[config.mk]
export PLATFORM = sky130hd
export DESIGN_NAME = pipe_ctrl_unit_flat
export DESIGN_NICKNAME = d
export VERILOG_FILES = /design/src/rtl/pipe_ctrl_unit_pkg.sv /design/src/rtl/pipe_ctrl_unit_if.sv /design/src/rtl/pipe_ctrl_unit_hazard_detect.sv /design/src/rtl/pipe_ctrl_unit.sv /design/src/flat_wrapper.sv
export SDC_FILE = /design/constraint.sdc
export NUM_CORES = 1
export LEC_CHECK = 0
export CORE_MARGIN = 2
export CORE_UTILIZATION = 35
export DETAILED_ROUTE_END_ITERATION = 10
export GPL_TIMING_DRIVEN = 0
export PLACE_DENSITY = 0.7
export SLEW_MARGIN = 30
export SYNTH_ARGS = -nofsm -noshare
export SYNTH_HDL_FRONTEND = slang
export SYNTH_SLANG_ARGS = --single-unit
[constraint.sdc]
create_clock -name clk -period 3.5 [get_ports clk]
set_input_delay 1.05 -clock clk [delete_from_list [all_inputs] [get_ports clk]]
set_output_delay 1.05 -clock clk [all_outputs]
set_load 0.05 [all_outputs]
[src/rtl/pipe_ctrl_unit_pkg.sv]
// ---------------------------------------------------------------------------
// pipe_ctrl_unit_pkg
//   Shared definitions for the pipeline controller: stage indices of the
//   in-order core, default geometry, the hazard classification enum and a
//   saturating increment used by the performance counters.
// ---------------------------------------------------------------------------
package pipe_ctrl_unit_pkg;

  // Stage indices of the reference five-stage core.
  localparam int STG_IF  = 0;
  localparam int STG_ID  = 1;
  localparam int STG_EX  = 2;
  localparam int STG_MEM = 3;
  localparam int STG_WB  = 4;

  // Default geometry.
  localparam int NSTAGES_DEF     = 5;
  localparam int REG_W_DEF       = 5;
  localparam int MEM_TIMEOUT_DEF = 15;
  localparam int CNT_W_DEF       = 16;

  // Hazard classes, listed from "nothing" up to the highest priority.
  typedef enum logic [2:0] {
    HZ_NONE    = 3'd0,
    HZ_LOADUSE = 3'd1,
    HZ_SQUASH  = 3'd2,
    HZ_FLUSH   = 3'd3,
    HZ_MEMWAIT = 3'd4
  } hazard_e;

  // Increment value, but stick at the all-ones value of a width-bit counter.
  function automatic logic [31:0] sat_inc(input logic [31:0] value, input int width);
    logic [31:0] max_v;
    max_v = (width >= 32) ? 32'hFFFF_FFFF : ((32'd1 << width) - 32'd1);
    return (value >= max_v) ? value : (value + 32'd1);
  endfunction

endpackage

[src/rtl/pipe_ctrl_unit_if.sv]
// ---------------------------------------------------------------------------
// pipe_ctrl_unit_if
//   Bundle between the core datapath (master) and the pipeline controller
//   (slave).
//   core -> ctrl : flush, if_valid, id_rs/id_rt, id_use_rs/id_use_rt,
//                  ex_mem_read, ex_rd, br_taken, dmem_req, dmem_ready
//   ctrl -> core : en_stage, valid, mem_abort, timeout_err, stall_cnt,
//                  flush_cnt
// ---------------------------------------------------------------------------
interface pipe_ctrl_unit_if
  import pipe_ctrl_unit_pkg::*;
#(
  parameter int NSTAGES = NSTAGES_DEF,
  parameter int REG_W   = REG_W_DEF,
  parameter int CNT_W   = CNT_W_DEF
);

  logic               flush;
  logic               if_valid;
  logic [REG_W-1:0]   id_rs;
  logic [REG_W-1:0]   id_rt;
  logic               id_use_rs;
  logic               id_use_rt;
  logic               ex_mem_read;
  logic [REG_W-1:0]   ex_rd;
  logic               br_taken;
  logic               dmem_req;
  logic               dmem_ready;
  logic [NSTAGES-1:0] en_stage;
  logic [NSTAGES-1:0] valid;
  logic               mem_abort;
  logic               timeout_err;
  logic [CNT_W-1:0]   stall_cnt;
  logic [CNT_W-1:0]   flush_cnt;

  modport master (
    output flush, if_valid, id_rs, id_rt, id_use_rs, id_use_rt,
           ex_mem_read, ex_rd, br_taken, dmem_req, dmem_ready,
    input  en_stage, valid, mem_abort, timeout_err, stall_cnt, flush_cnt
  );

  modport slave (
    input  flush, if_valid, id_rs, id_rt, id_use_rs, id_use_rt,
           ex_mem_read, ex_rd, br_taken, dmem_req, dmem_ready,
    output en_stage, valid, mem_abort, timeout_err, stall_cnt, flush_cnt
  );

endinterface

[src/rtl/pipe_ctrl_unit_hazard_detect.sv]
// ---------------------------------------------------------------------------
// pipe_hazard_detect
//   Purely combinational. Compares the decode sources against a load in EX
//   and priority-encodes the cycle's hazard:
//   memwait > flush > squash > load-use > none.
//   Also flags the cycle in which a timed-out memory access is abandoned.
//   Inputs : valid, flush_req (external or pending), br_taken, decode/EX
//            register info, dmem_req/dmem_ready, timeout (wait limit hit)
//   Outputs: hazard (hazard_e), mem_abort
// ---------------------------------------------------------------------------
module pipe_hazard_detect
  import pipe_ctrl_unit_pkg::*;
#(
  parameter int NSTAGES   = NSTAGES_DEF,
  parameter int EX_STAGE  = STG_EX,
  parameter int MEM_STAGE = STG_MEM,
  parameter int REG_W     = REG_W_DEF
) (
  input  logic [NSTAGES-1:0] valid,
  input  logic               flush_req,
  input  logic               br_taken,
  input  logic [REG_W-1:0]   id_rs,
  input  logic [REG_W-1:0]   id_rt,
  input  logic               id_use_rs,
  input  logic               id_use_rt,
  input  logic               ex_mem_read,
  input  logic [REG_W-1:0]   ex_rd,
  input  logic               dmem_req,
  input  logic               dmem_ready,
  input  logic               timeout,
  output hazard_e            hazard,
  output logic               mem_abort
);

  logic loaduse_s;
  logic access_open_s;
  logic memwait_s;
  logic squash_s;

  // Hazard conditions; register 0 is hardwired so it never creates a dependency.
  always_comb begin
    loaduse_s = valid[EX_STAGE] & ex_mem_read & (ex_rd != {REG_W{1'b0}}) & valid[EX_STAGE-1] &
                ((id_use_rs & (id_rs == ex_rd)) | (id_use_rt & (id_rt == ex_rd)));
    access_open_s = valid[MEM_STAGE] & dmem_req & ~dmem_ready;
    // Once the wait limit is reached the access is treated as done (aborted).
    memwait_s = access_open_s & ~timeout;
    mem_abort = access_open_s & timeout;
    squash_s  = br_taken & valid[MEM_STAGE];
  end

  // Priority encode the cycle's hazard.
  always_comb begin
    hazard = HZ_NONE;
    if (memwait_s) begin
      hazard = HZ_MEMWAIT;
    end else if (flush_req) begin
      hazard = HZ_FLUSH;
    end else if (squash_s) begin
      hazard = HZ_SQUASH;
    end else if (loaduse_s) begin
      hazard = HZ_LOADUSE;
    end else begin
      hazard = HZ_NONE;
    end
  end

endmodule

[src/rtl/pipe_ctrl_unit.sv]
// ---------------------------------------------------------------------------
// pipe_ctrl_unit
//   Central pipeline control for the in-order core. Owns the per-stage valid
//   bits, drives the per-stage register enables, stalls on load-use and on
//   slow data memory (with timeout abort), squashes on taken branches and on
//   external flush, and keeps saturating stall/squash counters.
//   Ports: clk, reset (async, active low), bus (pipe_ctrl_unit_if.slave).
//   en_stage and mem_abort are combinational; valid, timeout_err and the
//   counters are registered.
// ---------------------------------------------------------------------------
module pipe_ctrl_unit
  import pipe_ctrl_unit_pkg::*;
#(
  parameter int NSTAGES     = NSTAGES_DEF,
  parameter int EX_STAGE    = STG_EX,
  parameter int MEM_STAGE   = STG_MEM,
  parameter int REG_W       = REG_W_DEF,
  parameter int MEM_TIMEOUT = MEM_TIMEOUT_DEF,
  parameter int CNT_W       = CNT_W_DEF
) (
  input logic            clk,
  input logic            reset,
  pipe_ctrl_unit_if.slave bus
);

  localparam int WAIT_W    = $clog2(MEM_TIMEOUT + 1);
  // Stage that receives a bubble while MEM is held or aborted.
  localparam int ABORT_STG = MEM_STAGE + 1;

  logic [NSTAGES-1:0] valid_r;
  logic [NSTAGES-1:0] valid_nxt_s;
  logic [NSTAGES-1:0] en_stage_s;
  logic [WAIT_W-1:0]  wait_cnt_r;
  logic               flush_pend_r;
  logic               timeout_err_r;
  logic [CNT_W-1:0]   stall_cnt_r;
  logic [CNT_W-1:0]   flush_cnt_r;
  logic               timeout_s;
  logic               flush_req_s;
  logic               mem_abort_s;
  hazard_e            hz_s;

  assign timeout_s   = (wait_cnt_r == WAIT_W'(MEM_TIMEOUT));
  // A flush that arrived while memory was busy is still owed.
  assign flush_req_s = bus.flush | flush_pend_r;

  pipe_hazard_detect #(
    .NSTAGES   (NSTAGES),
    .EX_STAGE  (EX_STAGE),
    .MEM_STAGE (MEM_STAGE),
    .REG_W     (REG_W)
  ) u_hazard (
    .valid       (valid_r),
    .flush_req   (flush_req_s),
    .br_taken    (bus.br_taken),
    .id_rs       (bus.id_rs),
    .id_rt       (bus.id_rt),
    .id_use_rs   (bus.id_use_rs),
    .id_use_rt   (bus.id_use_rt),
    .ex_mem_read (bus.ex_mem_read),
    .ex_rd       (bus.ex_rd),
    .dmem_req    (bus.dmem_req),
    .dmem_ready  (bus.dmem_ready),
    .timeout     (timeout_s),
    .hazard      (hz_s),
    .mem_abort   (mem_abort_s)
  );

  // Stage enables: memwait holds 0..MEM, load-use holds 0..EX-1.
  always_comb begin
    en_stage_s = '1;
    for (int i = 0; i < NSTAGES; i++) begin
      case (hz_s)
        HZ_MEMWAIT: en_stage_s[i] = (i > MEM_STAGE);
        HZ_LOADUSE: en_stage_s[i] = (i >= EX_STAGE);
        default:    en_stage_s[i] = 1'b1;
      endcase
    end
  end

  // Next valid bits: held stages keep their flag, the first advancing stage
  // behind a hold takes a bubble, everything else shifts.
  always_comb begin
    valid_nxt_s = valid_r;
    case (hz_s)
      HZ_MEMWAIT: begin
        for (int i = 1; i < NSTAGES; i++) begin
          valid_nxt_s[i] = (i > ABORT_STG) ? valid_r[i-1] :
                           ((i == ABORT_STG) ? 1'b0 : valid_r[i]);
        end
      end
      HZ_FLUSH: begin
        // The instruction already past the last squashable stage still retires.
        valid_nxt_s            = '0;
        valid_nxt_s[NSTAGES-1] = valid_r[NSTAGES-2];
      end
      HZ_SQUASH: begin
        valid_nxt_s[0] = bus.if_valid;
        for (int i = 1; i < NSTAGES; i++) begin
          valid_nxt_s[i] = (i <= MEM_STAGE) ? 1'b0 : valid_r[i-1];
        end
      end
      HZ_LOADUSE: begin
        for (int i = 1; i < NSTAGES; i++) begin
          valid_nxt_s[i] = (i > EX_STAGE) ? valid_r[i-1] :
                           ((i == EX_STAGE) ? 1'b0 : valid_r[i]);
        end
      end
      default: begin
        valid_nxt_s[0] = bus.if_valid;
        for (int i = 1; i < NSTAGES; i++) begin
          valid_nxt_s[i] = valid_r[i-1];
        end
      end
    endcase
    // An aborted access must not write back.
    valid_nxt_s[ABORT_STG] = mem_abort_s ? 1'b0 : valid_nxt_s[ABORT_STG];
  end

  // Valid shift register.
  always_ff @(posedge clk or negedge reset) begin
    if (!reset) begin
      valid_r <= '0;
    end else begin
      valid_r <= valid_nxt_s;
    end
  end

  // Memory wait counter and deferred flush; both only live across memwait cycles.
  always_ff @(posedge clk or negedge reset) begin
    if (!reset) begin
      wait_cnt_r   <= '0;
      flush_pend_r <= 1'b0;
    end else begin
      wait_cnt_r   <= (hz_s == HZ_MEMWAIT) ? (wait_cnt_r + 1'b1) : '0;
      flush_pend_r <= (hz_s == HZ_MEMWAIT) ? flush_req_s : 1'b0;
    end
  end

  // Sticky timeout error.
  always_ff @(posedge clk or negedge reset) begin
    if (!reset) begin
      timeout_err_r <= 1'b0;
    end else begin
      timeout_err_r <= timeout_err_r | mem_abort_s;
    end
  end

  // Saturating performance counters.
  always_ff @(posedge clk or negedge reset) begin
    if (!reset) begin
      stall_cnt_r <= '0;
      flush_cnt_r <= '0;
    end else begin
      stall_cnt_r <= en_stage_s[0] ? stall_cnt_r :
                     CNT_W'(sat_inc(32'(stall_cnt_r), CNT_W));
      flush_cnt_r <= ((hz_s == HZ_FLUSH) || (hz_s == HZ_SQUASH)) ?
                     CNT_W'(sat_inc(32'(flush_cnt_r), CNT_W)) : flush_cnt_r;
    end
  end

  assign bus.en_stage    = en_stage_s;
  assign bus.valid       = valid_r;
  assign bus.mem_abort   = mem_abort_s;
  assign bus.timeout_err = timeout_err_r;
  assign bus.stall_cnt   = stall_cnt_r;
  assign bus.flush_cnt   = flush_cnt_r;

endmodule

[src/flat_wrapper.sv]
// flat-port wrapper written by rule: the top's interface ports become plain ports
module pipe_ctrl_unit_flat import pipe_ctrl_unit_pkg::*;
#(
  parameter int NSTAGES     = NSTAGES_DEF,
  parameter int EX_STAGE    = STG_EX,
  parameter int MEM_STAGE   = STG_MEM,
  parameter int REG_W       = REG_W_DEF,
  parameter int MEM_TIMEOUT = MEM_TIMEOUT_DEF,
  parameter int CNT_W       = CNT_W_DEF
)
  (clk, reset, bus_flush, bus_if_valid, bus_id_rs, bus_id_rt, bus_id_use_rs, bus_id_use_rt, bus_ex_mem_read, bus_ex_rd, bus_br_taken, bus_dmem_req, bus_dmem_ready, bus_en_stage, bus_valid, bus_mem_abort, bus_timeout_err, bus_stall_cnt, bus_flush_cnt);
  pipe_ctrl_unit_if #(.NSTAGES(NSTAGES), .REG_W(REG_W), .CNT_W(CNT_W)) bus_i ();
  input logic clk;
  input logic reset;
  input wire logic [$bits(bus_i.flush)-1:0] bus_flush;
  input wire logic [$bits(bus_i.if_valid)-1:0] bus_if_valid;
  input wire logic [$bits(bus_i.id_rs)-1:0] bus_id_rs;
  input wire logic [$bits(bus_i.id_rt)-1:0] bus_id_rt;
  input wire logic [$bits(bus_i.id_use_rs)-1:0] bus_id_use_rs;
  input wire logic [$bits(bus_i.id_use_rt)-1:0] bus_id_use_rt;
  input wire logic [$bits(bus_i.ex_mem_read)-1:0] bus_ex_mem_read;
  input wire logic [$bits(bus_i.ex_rd)-1:0] bus_ex_rd;
  input wire logic [$bits(bus_i.br_taken)-1:0] bus_br_taken;
  input wire logic [$bits(bus_i.dmem_req)-1:0] bus_dmem_req;
  input wire logic [$bits(bus_i.dmem_ready)-1:0] bus_dmem_ready;
  output wire logic [$bits(bus_i.en_stage)-1:0] bus_en_stage;
  output wire logic [$bits(bus_i.valid)-1:0] bus_valid;
  output wire logic [$bits(bus_i.mem_abort)-1:0] bus_mem_abort;
  output wire logic [$bits(bus_i.timeout_err)-1:0] bus_timeout_err;
  output wire logic [$bits(bus_i.stall_cnt)-1:0] bus_stall_cnt;
  output wire logic [$bits(bus_i.flush_cnt)-1:0] bus_flush_cnt;
  assign bus_i.flush = bus_flush;
  assign bus_i.if_valid = bus_if_valid;
  assign bus_i.id_rs = bus_id_rs;
  assign bus_i.id_rt = bus_id_rt;
  assign bus_i.id_use_rs = bus_id_use_rs;
  assign bus_i.id_use_rt = bus_id_use_rt;
  assign bus_i.ex_mem_read = bus_ex_mem_read;
  assign bus_i.ex_rd = bus_ex_rd;
  assign bus_i.br_taken = bus_br_taken;
  assign bus_i.dmem_req = bus_dmem_req;
  assign bus_i.dmem_ready = bus_dmem_ready;
  assign bus_en_stage = bus_i.en_stage;
  assign bus_valid = bus_i.valid;
  assign bus_mem_abort = bus_i.mem_abort;
  assign bus_timeout_err = bus_i.timeout_err;
  assign bus_stall_cnt = bus_i.stall_cnt;
  assign bus_flush_cnt = bus_i.flush_cnt;
  pipe_ctrl_unit #(.NSTAGES(NSTAGES), .EX_STAGE(EX_STAGE), .MEM_STAGE(MEM_STAGE), .REG_W(REG_W), .MEM_TIMEOUT(MEM_TIMEOUT), .CNT_W(CNT_W)) u_core (.clk(clk), .reset(reset), .bus(bus_i));
endmodule
==> results of run 1 <==
-- cells in the final DEF (no fill, tap or decap), drive strengths merged --
master,Yosys,final
conb,1,1
xnor2,21,21
nor3b,2,2
a21boi,1,1
clkbuf,1,8
nand3,13,13
clkinv,0,1
mux2,2,2
clkinvlp,0,1
a311o,1,1
o22ai,1,1
a32o,1,1
nor4b,1,1
nor2b,1,1
or2,1,1
and4,3,3
a2111o,1,1
nor3,9,9
nand4,9,9
and3,4,4
nor2,16,16
buf,4,20
nand2,16,16
dlymetal6s2s,0,8
dlygate4sd2,0,7
ha,3,3
xor2,21,21
and2,1,1
inv,6,6
clkdlybuf4s50,0,46
a211oi,1,1
nand3b,3,3
nor4,5,5
a21oi,2,2
o21ai,2,2
dfrtp,43,43
-- critical path, cell delays in order --
cell and delay [ns]:
dlygate4sd2_1 0.29, xnor2_1 0.21, nand4_1 0.13, o22ai_2 0.20, a21oi_2 0.09, clkbuf_8 0.15, buf_4 0.13, buf_6 0.14
-- worst max-delay path by stage --
stage / to / cells past startpoint
6_report: bus_en_stage[0] / 8
4_1_cts: bus_en_stage[1] / 8
5_1_grt: bus_en_stage[0] / 7
3_5_place_dp: bus_en_stage[1] / 7
2_1_floorplan: bus_en_stage[1] / 6
3_3_place_gp: bus_en_stage[1] / 8
-- through the flow --
stage | total power (W) | hold WS, ns | util, % | setup TNS, ns
after floorplan | 0.000940 | 0.433 | - | 0
after global placement | 0.00112 | 0.451 | 49.0 | -3.52
after detailed placement | 0.00113 | 0.455 | 49.3 | -3.63
after CTS | 0.00144 | 0.467 | 51.3 | -0.130
after global routing | 0.00150 | 0.487 | 52.7 | -0.00891
final | 0.00142 | 0.466 | 52.7 | 0
-- layout make-up --
cell class              instances  area, um2
repair buffers                 78        763
multi-input cells             142       1040
plain buffers                   5       41.3
clock buffers                   6       72.6
inverters                       6       22.5
well taps                      75       93.8
fillers                       538       2800
flip-flops and latches         43       1080
clock inverters                 2       12.5
-- logic make-up after synthesis --
kind of cell | Yosys count | synth area share (%)
other | 1 | 0.176
XOR/XNOR | 42 | 17.2
AND/OR/NAND/NOR | 84 | 22.4
AO/OA/AOI/OAI | 10 | 4.51
multiplexers | 2 | 1.05
buffers and inverters | 11 | 2.52
flip-flops | 43 | 50.4
adder cells (fa/ha/maj) | 3 | 1.76
-- report_power, final --
| part | total, W | switching (W) | internal [W] | leakage (nW) |
|---|---|---|---|---|
| registers | 0.000630 | 0.0000776 | 0.000553 | 0.571 |
| clock network | 0.000303 | 0.000164 | 0.000139 | 0.0412 |
| logic | 0.000487 | 0.000302 | 0.000185 | 0.846 |
-- flip-flops by register name (all words and copies together) (netlist names) --
register / flops
u_core.bus.flush_cnt: 16
u_core.bus.stall_cnt: 16
u_core.bus.timeout_err: 1
u_core.bus.valid: 5
u_core.flush_pend_r: 1
u_core.wait_cnt_r: 4
-- what timing repair did --
action                     CTS  global route
pin swaps                    4            11
setup endpoints to repair    5             5
gates resized for setup     36            16
setup buffers                3             7
gates cloned                 0             0
-- metal layers --
layer	global-route usage, %	share of wire (%)
met1	18.8	46
met2	23.9	49
met3	3.80	4.7
met4	4.00	0.85
met5	0	0
==> summary.txt, run 1 <==
Status
  – Outcome: finished, final reports clean

Placement
  – Dpl ws: -1.01 ns
  – I/O Buffers: 67
  – Final HPWL from detailed placement: 3340 um
  – Placed cell area: 2920 um2
  – Gpl congestion: 0.855
  – Cells after DPL: 339

Setup path
  – FF-to-FF setup slack: 1.41 ns
  – Crit path required time: 2.45 ns
  – Crit path DAT: 2.40 ns
  – Critical Path Source Type: input port
  – Crit Path Class: input port to primary output
  – Largest fanout on the critical path: 5
  – Critical R2R Capture: u_core.bus.flush_cnt[13]$_DFFE_PN0P_
  – CP Launch Point: bus_ex_rd[4]
  – Reg2Reg Depth: 6
  – Critical path endpoint category: primary output
  – Beginning of the worst register-to-register path: u_core.bus.flush_cnt[3]$_DFFE_PN0P_

Worst hold path
  – Hold wc startpoint: u_core.wait_cnt_r[0]$_DFF_PN0_
  – HP Class: flip-flop to flip-flop
  – Hold Path Sink: u_core.wait_cnt_r[0]$_DFF_PN0_
  – Hold depth: 1

Drt
  – ANT nets after route: 0
  – Via density: 4.81
  – DR pass1 iterations: 4
  – Total Wirelength: 4700 um
  – Vias post-DR: 1717
  – Initial DRC count: 39
  – Avg WL per Cell: 13.2 um
  – DRC viols: 0

Global routing
  – GRT Overall Usage: 14.5%
  – Largest net degree at the start of global routing: 29
  – Vias in the first global route: 1600
  – Initial antenna violation count: 0
  – First-pass GRT wire length: 7530 um
  – Total gr overflow: 0

CTS
  – CTS H-tree lvls: 2
  – Clock latency on the worst-skew pair: 0.29 ns
  – Root Buffer: clkbuf_8
  – TritonCTS Buffers: 5
  – Clock Sinks: 43
  – Clk buf depth: 2
  – CTS tree: done
  – CTS Hold Bufs: 0
  – Clock Pin Slew Worst Setup and Hold Paths: 0.08 ns

Synthesis
  – Largest area contributor in the netlist: dfrtp_1
  – Synth Register Bits: 43
  – FFs w/ async S/R, synth: 100%
  – Dominant cells by area after synthesis: dfrtp_1, xnor2_1, xor2_1
  – Primary FF master, synth: dfrtp_1
  – Number of synthesized flops with an enable pin: 0
  – Yosys cell types: 38
  – Yosys Warn Count: 0
  – Mapped Nets: 224
  – Seq/Total Area, Yosys: 50.4%
  – Mapped cell area: 2140 um2
  – Syn_area_per_cell: 10.9 um2
  – Count leader, synth: dfrtp_1
  – Cells after synthesis: 196
  – Synth top area share: 50.4%
  – Commonest cells in the netlist: dfrtp_1, xnor2_1, xor2_1, nand2_1, nor2_1

Pwr
  – VDD IR-drop max: 0.316 mV
  – Pwr dens: 455 nW/um2
  – Leakage power: 1.46 nW

STA
  – Max-slew headroom: 60.8%
  – Tmin final: 3.45 ns
  – Final worst slack: 0.0497 ns
  – Final Cycle Share: 98.6%
  – Worst Clk Skew: 0.00854 ns
  – Slew @ Worst Pin: 0.583 ns
  – Fmax: 290 MHz
  – Setup violators final: 0
  – Slew Viols, Final: 0
  – Final hold vios: 0

Floorplanning
  – # rows: 28
  – Num ports: 69
  – Core area: 5920 um2
  – Die H: 82.1 um
  – Initial Util: 36.1%
  – Die ar.: 6740 um2
  – Die X: 82.1 um

Layout
  – Final Cell Area: 3120 um2
  – Antenna cells: 0
  – Nets: 309
  – Fraction of layout cells with a size suffix above 1: 17.4%
  – Final non-filler cell total: 357
  – Layout area overhead: 46.2%

Job
  – Max capacitance violation total: 0
Power figures use the tool's default switching activity.
==> inputs of run 2 (changes only) <==
CORE_UTILIZATION = 31   (was 35)
PLACE_DENSITY = 0.64   (was 0.7)
SYNTH_HIERARCHICAL = 1   (was unset)
==> summary.txt, run 2 <==
Pwr
  – Pint: 0.000978 W (+12%)
  – Sw Share: 42.5% (+4.2 points)
  – VDD IR-drop max: 0.254 mV (-20%)
  – Leakage power: 1.43 nW (-2.1%)
  – Comb pwr share: 41.7% (+7.4 points)
  – Sequential share of power: 40.3% (-4.1 points)
  – Part of the power in the clock network: 18.0% (-3.3 points)
  – P_sw: 0.000722 W (+33%)
  – Pwr dens: 503 nW/um2 (+11%)

Drt
  – Via density: 4.88 (+1.4%)
  – Avg WL per Cell: 13.2 um (+0.37%)
  – Vias post-DR: 1960 (+14%)
  – DRC viols: 0 (unchanged)
  – DR pass1 iterations: 4 (unchanged)
  – ANT nets after route: 0 (unchanged)
  – Initial DRC count: 66 (+69%)
  – Total Wirelength: 5310 um (+13%)

Layout
  – Fraction of layout cells with a size suffix above 1: 20.8% (+3.4 points)
  – Nets: 330 (+6.8%)
  – Layout area overhead: 46.8%
  – Final Cell Area: 3380 um2 (+8.3%)
  – Antenna cells: 0 (unchanged)
  – Final non-filler cell total: 402 (+13%)
  – Most frequent cells in the layout: clkdlybuf4s50_1, dfrtp_1, xnor2_1
  – Commonest non-fill, non-tap cell in the layout: clkdlybuf4s50_1

Placement
  – Gpl congestion: 0.759 (-11%)
  – Dpl ws: -1.48 ns (-0.474 ns)
  – Cells after DPL: 383 (+13%)
  – Final HPWL from detailed placement: 3800 um (+14%)
  – Placed cell area: 3140 um2 (+7.5%)
  – I/O Buffers: 67 (unchanged)

Floorplanning
  – Core area: 7210 um2 (+22%)
  – Die ar.: 8130 um2 (+21%)
  – Num ports: 69 (unchanged)
  – Die H: 90.2 um (+9.8%)
  – # rows: 31 (+11%)
  – Initial Util: 31.9% (-4.2 points)
  – Die X: 90.2 um (+9.8%)

Job
  – Max capacitance violation total: 0 (unchanged)

Global routing
  – Largest net degree at the start of global routing: 44 (+52%)
  – GRT Overall Usage: 13.5% (-0.94 points)
  – Total gr overflow: 0 (unchanged)
  – Vias in the first global route: 1992 (+25%)
  – First-pass GRT wire length: 9220 um (+22%)
  – Initial antenna violation count: 0 (unchanged)

Synthesis
  – Mapped cell area: 2300 um2 (+7.8%)
  – Number of synthesized flops with an enable pin: 0 (unchanged)
  – Synth top area share: 46.7% (-3.6 points)
  – Commonest cells in the netlist: dfrtp_1, nand2_1, xnor2_1, xor2_1, a21oi_1
  – Synth Register Bits: 43 (unchanged)
  – Largest area contributor in the netlist: dfrtp_1
  – Cells after synthesis: 217 (+11%)
  – Yosys cell types: 45 (+18%)
  – FFs w/ async S/R, synth: 100% (unchanged)
  – Yosys Warn Count: 6 (+6)
  – Seq/Total Area, Yosys: 46.7% (-3.6 points)
  – Mapped Nets: 245 (+9.4%)
  – Syn_area_per_cell: 10.6 um2 (-2.6%)
  – Dominant cells by area after synthesis: dfrtp_1, xnor2_1, xor2_1
  – Primary FF master, synth: dfrtp_1
  – Count leader, synth: dfrtp_1

CTS
  – Clk buf depth: 2 (unchanged)
  – Root Buffer: clkbuf_8
  – Clock Sinks: 43 (unchanged)
  – CTS H-tree lvls: 2 (unchanged)
  – Clock Pin Slew Worst Setup and Hold Paths: 0.08 ns (about the same)
  – CTS tree: done
  – Clock latency on the worst-skew pair: 0.29 ns (about the same)
  – TritonCTS Buffers: 5 (unchanged)
  – CTS Hold Bufs: 0 (unchanged)

STA
  – Final Cycle Share: 109% (+10 points)
  – Final worst slack: -0.300 ns (-0.349 ns)
  – Worst Clk Skew: 0.00766 ns (-0.000889 ns)
  – Total negative slack: -0.727 ns (-0.727 ns)
  – Tmin final: 3.80 ns (+0.349 ns)
  – Slew @ Worst Pin: 0.629 ns (+0.0460 ns)
  – Setup violators final: 4 (+4)
  – Max-slew headroom: 57.6% (-3.1 points)
  – Fmax: 263 MHz (-9.2%)
  – Final hold vios: 0 (unchanged)
  – Slew Viols, Final: 0 (unchanged)
  – RSZ-0062 raised after global routing: yes

Setup path
  – Crit Path Class: input port to primary output
  – Crit path required time: 2.45 ns (about the same)
  – Critical Path Source Type: input port
  – Largest fanout on the critical path: 3 (-2)
  – Crit path DAT: 2.75 ns (+0.35 ns)
  – Critical path endpoint category: primary output

Status
  – Failing checks: negative setup slack
  – Outcome: finished, violations left

Worst hold path
  – HP Class: flip-flop to flip-flop
==> run 2: cell families after synthesis <==
family	Yosys count	share of synthesized area, %
AO/OA/AOI/OAI	31	9.73
XOR/XNOR	34	12.9
adder cells (fa/ha/maj)	3	1.63
buffers and inverters	7	1.79
flip-flops	43	46.7
multiplexers	6	2.83
other	1	0.163
AND/OR/NAND/NOR	92	24.2
==> run 2: repair_timing <==
action,4_1_cts,5_1_grt
gates resized for setup,87,9
endpoints found under the hold margin,0,0
setup endpoints to repair,9,5
buffers inserted,10,1
pin swaps,16,2
==> run 2: area by class of cell <==
cell class	count	area, um2
plain buffers	5	46.3
flip-flops and latches	43	1080
multi-input cells	167	1300
fillers	708	3830
well taps	99	124
clock inverters	3	15.0
repair buffers	78	743
clock buffers	5	68.8
inverters	2	7.51
==> run 2: metrics by stage <==
step | utilization, % | power [W] | hold WS (ns)
final | 46.8 | 0.00170 | 0.464
after global routing | 46.8 | 0.00180 | 0.499
after global placement | 43.5 | 0.00138 | 0.454
after detailed placement | 43.5 | 0.00139 | 0.461
after floorplan | - | 0.00114 | 0.433
after CTS | 46.6 | 0.00172 | 0.469
==> run 2: routing by layer <==
metal / GRT usage, % / vias up / wire (um)
met5: 0 / - / 0
met4: 4.23 / 0 / 62
met3: 3.77 / 6 / 327
met2: 22.7 / 53 / 2550
met1: 16.9 / 938 / 2370
li1: - / 963 / -
==> run 2: worst max-delay path, cell delays in order <==
cell     delay (ns)
buf_6          0.10
xor2_2         0.16
nor4_2         0.33
a32oi_2        0.19
o31ai_4        0.24
buf_6          0.16
xor2_4         0.17
nand2_4        0.09
buf_8          0.12
buf_8          0.14
==> run 2: power by group through the flow <==
stage          Clock, W  Combinational [W]  Sequential [W]
2_1_floorplan         0           0.000195        0.000942
4_1_cts        0.000324           0.000711        0.000688
3_5_place_dp          0           0.000696        0.000695
5_1_grt        0.000343           0.000749        0.000706
6_report       0.000306           0.000709        0.000685
3_3_place_gp          0           0.000690        0.000694
==> run 2: path summary, 6_finish.rpt <==
check	startpoint	to	slack [ns]	cells after the start
max in group asynchronous	reset	u_core/bus.valid[4]$_DFF_PN0_	2.38	1
min reg2reg	u_core/wait_cnt_r[0]$_DFF_PN0_	u_core/wait_cnt_r[0]$_DFF_PN0_	0.46	1
max reg2reg	u_core/wait_cnt_r[0]$_DFF_PN0_	u_core/bus.stall_cnt[15]$_DFFE_PN0P_	0.59	12
min in group asynchronous	reset	u_core/bus.flush_cnt[0]$_DFFE_PN0P_	0.73	1
max	bus_id_rs[1]	bus_en_stage[1]	-0.30	10
min	u_core/wait_cnt_r[0]$_DFF_PN0_	u_core/wait_cnt_r[0]$_DFF_PN0_	0.46	1
